<file path="src/rtl/data_mem_arb.sv">
// Two-port arbiter/sequencer for the single data memory port: one outstanding access, fixed read latency.
// Define DATA_MEM_ARB_RR_EN for round-robin tie-breaking; otherwise port 0 has fixed priority.
module data_mem_arb #(
    parameter int unsigned MEM_LATENCY = 1,
    parameter int unsigned ADDR_W      = 19,
    parameter int unsigned DATA_W      = 19
) (
    input  logic              clk,
    input  logic              reset,
    input  logic              p0_req_i,
    input  logic [ADDR_W-1:0] p0_addr_i,
    input  logic [1:0]        p0_byte_en_i,
    input  logic              p0_wr_i,
    input  logic [DATA_W-1:0] p0_wr_data_i,
    output logic              p0_gnt_o,
    output logic              p0_rvalid_o,
    output logic [DATA_W-1:0] p0_rdata_o,
    input  logic              p1_req_i,
    input  logic [ADDR_W-1:0] p1_addr_i,
    input  logic [1:0]        p1_byte_en_i,
    input  logic              p1_wr_i,
    input  logic [DATA_W-1:0] p1_wr_data_i,
    output logic              p1_gnt_o,
    output logic              p1_rvalid_o,
    output logic [DATA_W-1:0] p1_rdata_o,
    output logic              data_mem_req_o,
    output logic [ADDR_W-1:0] data_mem_addr_o,
    output logic [1:0]        data_mem_byte_en_o,
    output logic              data_mem_wr_o,
    output logic [DATA_W-1:0] data_mem_wr_data_o,
    input  logic [DATA_W-1:0] mem_rd_data_i,
    output logic              busy_o
);

    localparam int unsigned CNT_W = $clog2(MEM_LATENCY + 1);

    typedef enum logic [1:0] {S_IDLE, S_ACCESS, S_WAIT, S_RESP} state_t;

    state_t             r_state;
    logic [CNT_W-1:0]   r_lat_cnt;
    logic               r_owner;
    logic [ADDR_W-1:0]  r_addr;
    logic [1:0]         r_byte_en;
    logic               r_wr;
    logic [DATA_W-1:0]  r_wr_data;

    logic               w_pick1;
    logic               w_idle;
    logic               w_resp;

    // Arbitration: w_pick1 selects port 1 for the grant.
`ifdef DATA_MEM_ARB_RR_EN
    logic               r_last;
    assign w_pick1 = p1_req_i && (!p0_req_i || !r_last);
`else
    assign w_pick1 = p1_req_i && !p0_req_i;
`endif

    assign w_idle   = (r_state == S_IDLE) && !reset;
    assign w_resp   = (r_state == S_RESP) && !reset;
    assign p0_gnt_o = w_idle && p0_req_i && !w_pick1;
    assign p1_gnt_o = w_idle && w_pick1;

    always_ff @(posedge clk) begin
        if (reset) begin
            r_state   <= S_IDLE;
            r_lat_cnt <= '0;
            r_owner   <= 1'b0;
            r_addr    <= '0;
            r_byte_en <= '0;
            r_wr      <= 1'b0;
            r_wr_data <= '0;
`ifdef DATA_MEM_ARB_RR_EN
            r_last    <= 1'b1;
`endif
        end else begin
            case (r_state)
                S_IDLE: begin
                    if (p0_req_i || p1_req_i) begin
                        r_owner   <= w_pick1;
                        r_addr    <= w_pick1 ? p1_addr_i    : p0_addr_i;
                        r_byte_en <= w_pick1 ? p1_byte_en_i : p0_byte_en_i;
                        r_wr      <= w_pick1 ? p1_wr_i      : p0_wr_i;
                        r_wr_data <= w_pick1 ? p1_wr_data_i : p0_wr_data_i;
`ifdef DATA_MEM_ARB_RR_EN
                        r_last    <= w_pick1;
`endif
                        r_state   <= S_ACCESS;
                    end
                end
                S_ACCESS: begin
                    if (MEM_LATENCY == 1) begin
                        r_state <= S_RESP;
                    end else begin
                        r_lat_cnt <= CNT_W'(MEM_LATENCY - 1);
                        r_state   <= S_WAIT;
                    end
                end
                S_WAIT: begin
                    // Entered with a count >= 1, so the decrement stops at zero.
                    r_lat_cnt <= r_lat_cnt - CNT_W'(1);
                    if (r_lat_cnt == CNT_W'(1)) begin
                        r_state <= S_RESP;
                    end
                end
                S_RESP: begin
                    r_state <= S_IDLE;
                end
                default: begin
                    r_state <= S_IDLE;
                end
            endcase
        end
    end

    // Outputs are forced low while reset is asserted.
    assign data_mem_req_o     = (r_state == S_ACCESS) && !reset;
    assign data_mem_addr_o    = reset ? '0 : r_addr;
    assign data_mem_byte_en_o = reset ? '0 : r_byte_en;
    assign data_mem_wr_o      = r_wr && !reset;
    assign data_mem_wr_data_o = reset ? '0 : r_wr_data;
    assign busy_o             = (r_state != S_IDLE) && !reset;

    assign p0_rvalid_o = w_resp && !r_owner;
    assign p1_rvalid_o = w_resp && r_owner;
    assign p0_rdata_o  = (w_resp && !r_owner && !r_wr) ? mem_rd_data_i : '0;
    assign p1_rdata_o  = (w_resp && r_owner && !r_wr) ? mem_rd_data_i : '0;

endmodule

</file>
<file path="config.mk">
export PLATFORM = sky130hd
export DESIGN_NAME = data_mem_arb
export DESIGN_NICKNAME = d
export VERILOG_FILES = /design/src/rtl/data_mem_arb.sv
export SDC_FILE = /design/constraint.sdc
export NUM_CORES = 1
export LEC_CHECK = 0
export ABC_CLOCK_PERIOD_IN_PS = 1600
export CORE_AREA = 10 10 99 101
export CTS_BUF_LIST = sky130_fd_sc_hd__clkbuf_4 sky130_fd_sc_hd__clkbuf_8 sky130_fd_sc_hd__clkbuf_16
export DETAILED_ROUTE_END_ITERATION = 16
export DIE_AREA = 0 0 109 111
export HOLD_SLACK_MARGIN = 0.1
export PLACE_DENSITY = 0.79
export REMOVE_ABC_BUFFERS = 1
export SYNTH_ARGS = -nofsm -noshare
export SYNTH_HDL_FRONTEND = slang
export SYNTH_SLANG_ARGS = --single-unit
</file>
<file path="constraint.sdc">
create_clock -name clk -period 1.6 [get_ports clk]
set_input_delay 0.24 -clock clk [delete_from_list [all_inputs] [get_ports clk]]
set_output_delay 0.24 -clock clk [all_outputs]
set_load 0.02 [all_outputs]
</file>
==> Yosys cells after proc, flatten, opt, wreduce, memory -nomap -nowiden <==
Cells that the tools add are included.
Widths: inputs -> output; s select.
{ "word_totals": {"register_bits": 45, "input_bits": 105, "output_inout_bits": 85, "elab_cells": 48} }
{ "op_classes": {"addsub": 1, "eq_ne": 5, "muxes": 12, "n_reduce_logical": 23} }
{ "op_table": {"columns": ["cell", "count"], "rows": [
  ["$mux 19", 6],
  ["$logic_and 1x1->1", 13],
  ["$mux 2", 4],
  ["$pmux 2 s4", 1],
  ["$logic_not 1->1", 5],
  ["$eq 2x2->1 const B", 2],
  ["$reduce_and 2->1", 2],
  ["$eq 2x1->1 const B", 1],
  ["$logic_not 2->1", 1],
  ["$ne 2x1->1 const B", 1],
  ["$ne 2x2->1 const B", 1],
  ["$reduce_bool 2->1", 1],
  ["$logic_or 1x1->1", 1],
  ["$mux 1", 1],
  ["$sub 1x1->1 const B", 1]
]} }

==> Logic depth before layout (Yosys ltp) <==
Gate-level depths: netlist of run 1.
{ "logic_depth": {"ltp_word": 5, "ltp_mapped": 6, "ltp_nobuf": 5} }

==> Least setup slack after synthesis of run 1 <==
Ideal clock, no wire load.
{ "synth_timing": {"path_type": "register -> output", "startpoint": "reg r_state[1]", "endpoint": "out p0_rdata_o[10]", "arrival_ns": 1.418, "path_slack_ns": -0.058, "stages_incl_launch_ff": 5, "path_buffers": 1, "path_cell_list": "dfxtp_1 ha_1 nor3b_1 clkbuf_1 and3_1"} }
{ "synth_via": {"elab_chain_len": 5} }
{ "synth_rtl": {"columns": ["item", "line", "text"], "rows": [
  ["from (decl)", "39", "state_t r_state;"],
  ["from (signal assigned)", "66", "r_state <= S_IDLE;"],
  ["from (signal assigned)", "88", "r_state <= S_ACCESS;"],
  ["from (signal assigned)", "93", "r_state <= S_RESP;"],
  ["$eq 2x2->1", "60", "assign w_resp = (r_state == S_RESP) && !reset;"],
  ["$logic_and 1x1->1", "60", null],
  ["$logic_and 1x1->1", null, null],
  ["named net p0_rvalid_o", "16", "output logic p0_rvalid_o,"],
  ["$logic_and 1x1->1", "126", "assign p0_rdata_o = (w_resp && !r_owner && !r_wr) ? mem_rd_data_i : '0;"],
  ["$mux 19", "126", null],
  ["to (decl)", "17", "output logic [DATA_W-1:0] p0_rdata_o,"]
]} }
The timed path passes the listed nets, and every way through them passes these cells.

==> Final worst setup path of run 1 <==
{ "layout_timing": {"startpoint": "reg r_state[0]", "endpoint": "out p0_rdata_o[16]"} }
{ "layout_via": {"elab_chain_len": 5} }
{ "layout_rtl": {"columns": ["item", "line"], "rows": [
  ["$eq 2x2->1", "60"],
  ["$logic_and 1x1->1", "60"],
  ["$logic_and 1x1->1 (2 in a row)", "126"],
  ["$mux 19", "126"]
]} }
Every way passes these cells.

==> flow_metrics.tcl, run 1 <==
set metrics [dict create \
    comb_power_share_pct 59.7 \
    clock_power_share_pct 12.6 \
    crit_arrival_ns 1.59 \
    worst_pin_slew_ns 0.361 \
    diodes 0 \
    grt_pass1_vias 3409 \
    drt-total-wl_microns 12400 \
    fin_nets 630 \
    avgViaCountPerCell 5.01 \
    syn2layout_area_growth_pct 118 \
    die_area_sq_um 12100 \
    rows 33 \
    synth.distinct_cells 25 \
    antenna_found_initial 0 \
    p_int_uw 3400 \
    drc_errors 0 \
    cts_tree "built" \
    violations "negative setup slack" \
    cts.sinks 45 \
    setup_viol 86 \
    cts_max_level 2 \
    seqPwrFrac_pct 27.7 \
    clkTransAtPathRegs_ns 0.08 \
    min_path_type "flop to flop" \
    globalRouteOverflowTotal 0 \
    vias 3134 \
    status "finished with violations" \
    skew_ns 0.00818 \
    power_density_nw_per_um2 939 \
    final_cell_mix "clkdlybuf4s50_1 (103), buf_6 (58), nor2_1 (44), dfxtp_1 (43), mux2i_1 (42)" \
    finalCoreUtilization_pct 72.9 \
    wire_per_inst_microns 19.8 \
    final.period_utilization_pct 115 \
    syn_area_sq_um 2660 \
    track_usage_pct 18.0 \
    power_switching_uw 2060 \
    hold_viol 0 \
    ios 190 \
    drv_cap 0 \
    ctsRootBufferMaster "clkbuf_8" \
    path_max_fanout 5 \
    die_w_microns 109 \
    portBuffers 189 \
    rsz0062_at_grt "true" \
    coreArea_sq_um 7970 \
    yosysSeqAreaShare_pct 33.9 \
    grt_pass1_wl_microns 17800 \
    max_freq_ghz 0.545 \
    gp_congestion 0.871 \
    whs_ns 0.505 \
    die_h_microns 111 \
    required_ns 1.36 \
    slew_viol_final 0 \
    final_common_cell "clkdlybuf4s50_1" \
    antenna_left 0 \
    start_util_pct 33.4 \
    period_minus_slack_ns 1.83 \
    max-slew-margin-rel_pct 75.3 \
    drive_gt1_share_pct 35.3 \
    fin_total_pwr_uw 5460 \
    firstDrtPassIters 4 \
    vdd_drop_max_mv 0.523 \
    grt_max_degree 39 \
    p_leak_uw 0.00252 \
    switching_share_pct 37.7 \
    clockBufferDepth 2 \
    critPathKind "flop to primary output" \
    hpwlAfterDp_microns 8220 \
    crit_path_start_kind "flop" \
    syn_inst 308 \
    synth.avg_cell_area_sq_um 8.64 \
    setup_slack_ns -0.235 \
    cts_buffers 5 \
    yosysWarningCount 0 \
    clk_latency_ns 0.29 \
    ys_ff_latch 45 \
    crit_path_end_kind "primary output" \
    drtIter0Drc 62 \
    pre_cts_ws_ns -0.367 \
]
[state kept, by name, indices dropped and copies added (netlist names)]
| signal | cells |
|---|---|
| r_byte_en | 2 |
| r_state | 2 |
| r_addr | 19 |
| r_wr | 1 |
| r_lat_cnt | 1 |
| r_wr_data | 19 |
| r_owner | 1 |
[critical path: stages, from the launching register on]
cell and delay (ns):
dfxtp_2 0.36, ha_4 0.14, nor3b_4 0.22, buf_6 0.14
buf_6 0.12, and3_4 0.21, buf_6 0.12
[cell families after synthesis]
kind of cell / share of synthesized area (%)
AND/OR/NAND/NOR: 18.6
multiplexers: 16.2
AO/OA/AOI/OAI: 14.4
buffers and inverters: 14.6
XOR/XNOR: 0.329
adder cells (fa/ha/maj): 1.88
flip-flops: 33.9
[power groups by stage]
stage / Clock (uW) / Combinational [uW] / Sequential (uW)
after floorplan: 0 / 1040 / 1500
after global placement: 0 / 2180 / 1500
after detailed placement: 0 / 2240 / 1510
after CTS: 712 / 2850 / 1500
after global routing: 751 / 3480 / 1540
final: 689 / 3260 / 1510
[final cells by class]
class / instances / area [sq um]
Timing Repair Buffer: 239 / 2560
Fill cell: 577 / 2160
Multi-Input combinational cell: 187 / 1960
Sequential cell: 45 / 903
Inverter: 43 / 164
Tap cell: 105 / 131
Clock buffer: 6 / 76.3
Clock inverter: 1 / 8.76
[repair_timing]
item,4_1_cts,5_1_grt
resized for setup,359,72
cloned,8,3
endpoints found under the setup margin,127,95
pin swaps,25,21
setup buffers,11,6
endpoints found under the hold margin,0,0
hold buffers,0,0
[path summary, 6_finish.rpt]
check / startpoint / endpoint / slack (ns) / depth (start not counted)
max: r_state[0] / p0_rdata_o[16] / -0.23 / 6
min: r_addr[6] / r_addr[6] / 0.51 / 2
max reg2reg: r_state[1] / r_addr[2] / -0.20 / 9
min reg2reg: r_addr[6] / r_addr[6] / 0.51 / 2
[cell usage after synthesis, drive strengths merged]
cell / count / area share, %
dfxtp: 45 / 34
nor2b: 4 / 0.94
ha: 4 / 1.9
xnor2: 1 / 0.33
dlymetal6s2s: 1 / 0.47
and3b: 3 / 1.1
nand2b: 2 / 0.47
nor3b: 1 / 0.28
nor2: 46 / 6.6
inv: 43 / 6.1
a21oi: 2 / 0.38
clkbuf: 16 / 2.3
mux2: 1 / 0.42
and3: 38 / 8.9
o32ai: 41 / 14
buf: 16 / 5.8
mux2i: 42 / 16
a211oi: 1 / 0.28
or3b: 1 / 0.33
[routing by layer]
layer,vias to the layer above,global-route usage [%],wire length (microns)
met5,-,0,0
met4,0,4.40,221
met3,16,7.50,1240
met2,152,32.8,6250
met1,1464,18.3,4660
li1,1502,-,-
[stage by stage]
stage | cells | setup TNS [ns] | cell area, sq um
floorplan | 275 | -94.67 | 2430
global placement | 595 | -22.03 | 4740
detailed placement | 595 | -25.97 | 4740
CTS | 621 | -12.42 | 5400
global route | 626 | -17.65 | 5810
finish | 626 | -13.07 | 5810
No activity file was read; power rests on OpenSTA's default activity.
==> run 2: changes to the inputs <==
Settings changed: ABC_AREA set to 0.
==> results of run 2 <==
The final DEF is identical to that of run 1; final timing and power are the same.
==> run 3: changes to the inputs <==
Settings changed: ABC_CLOCK_PERIOD_IN_PS 1600 to unset.
==> results of run 3 <==
The final DEF is identical to that of run 1; final timing and power are the same.
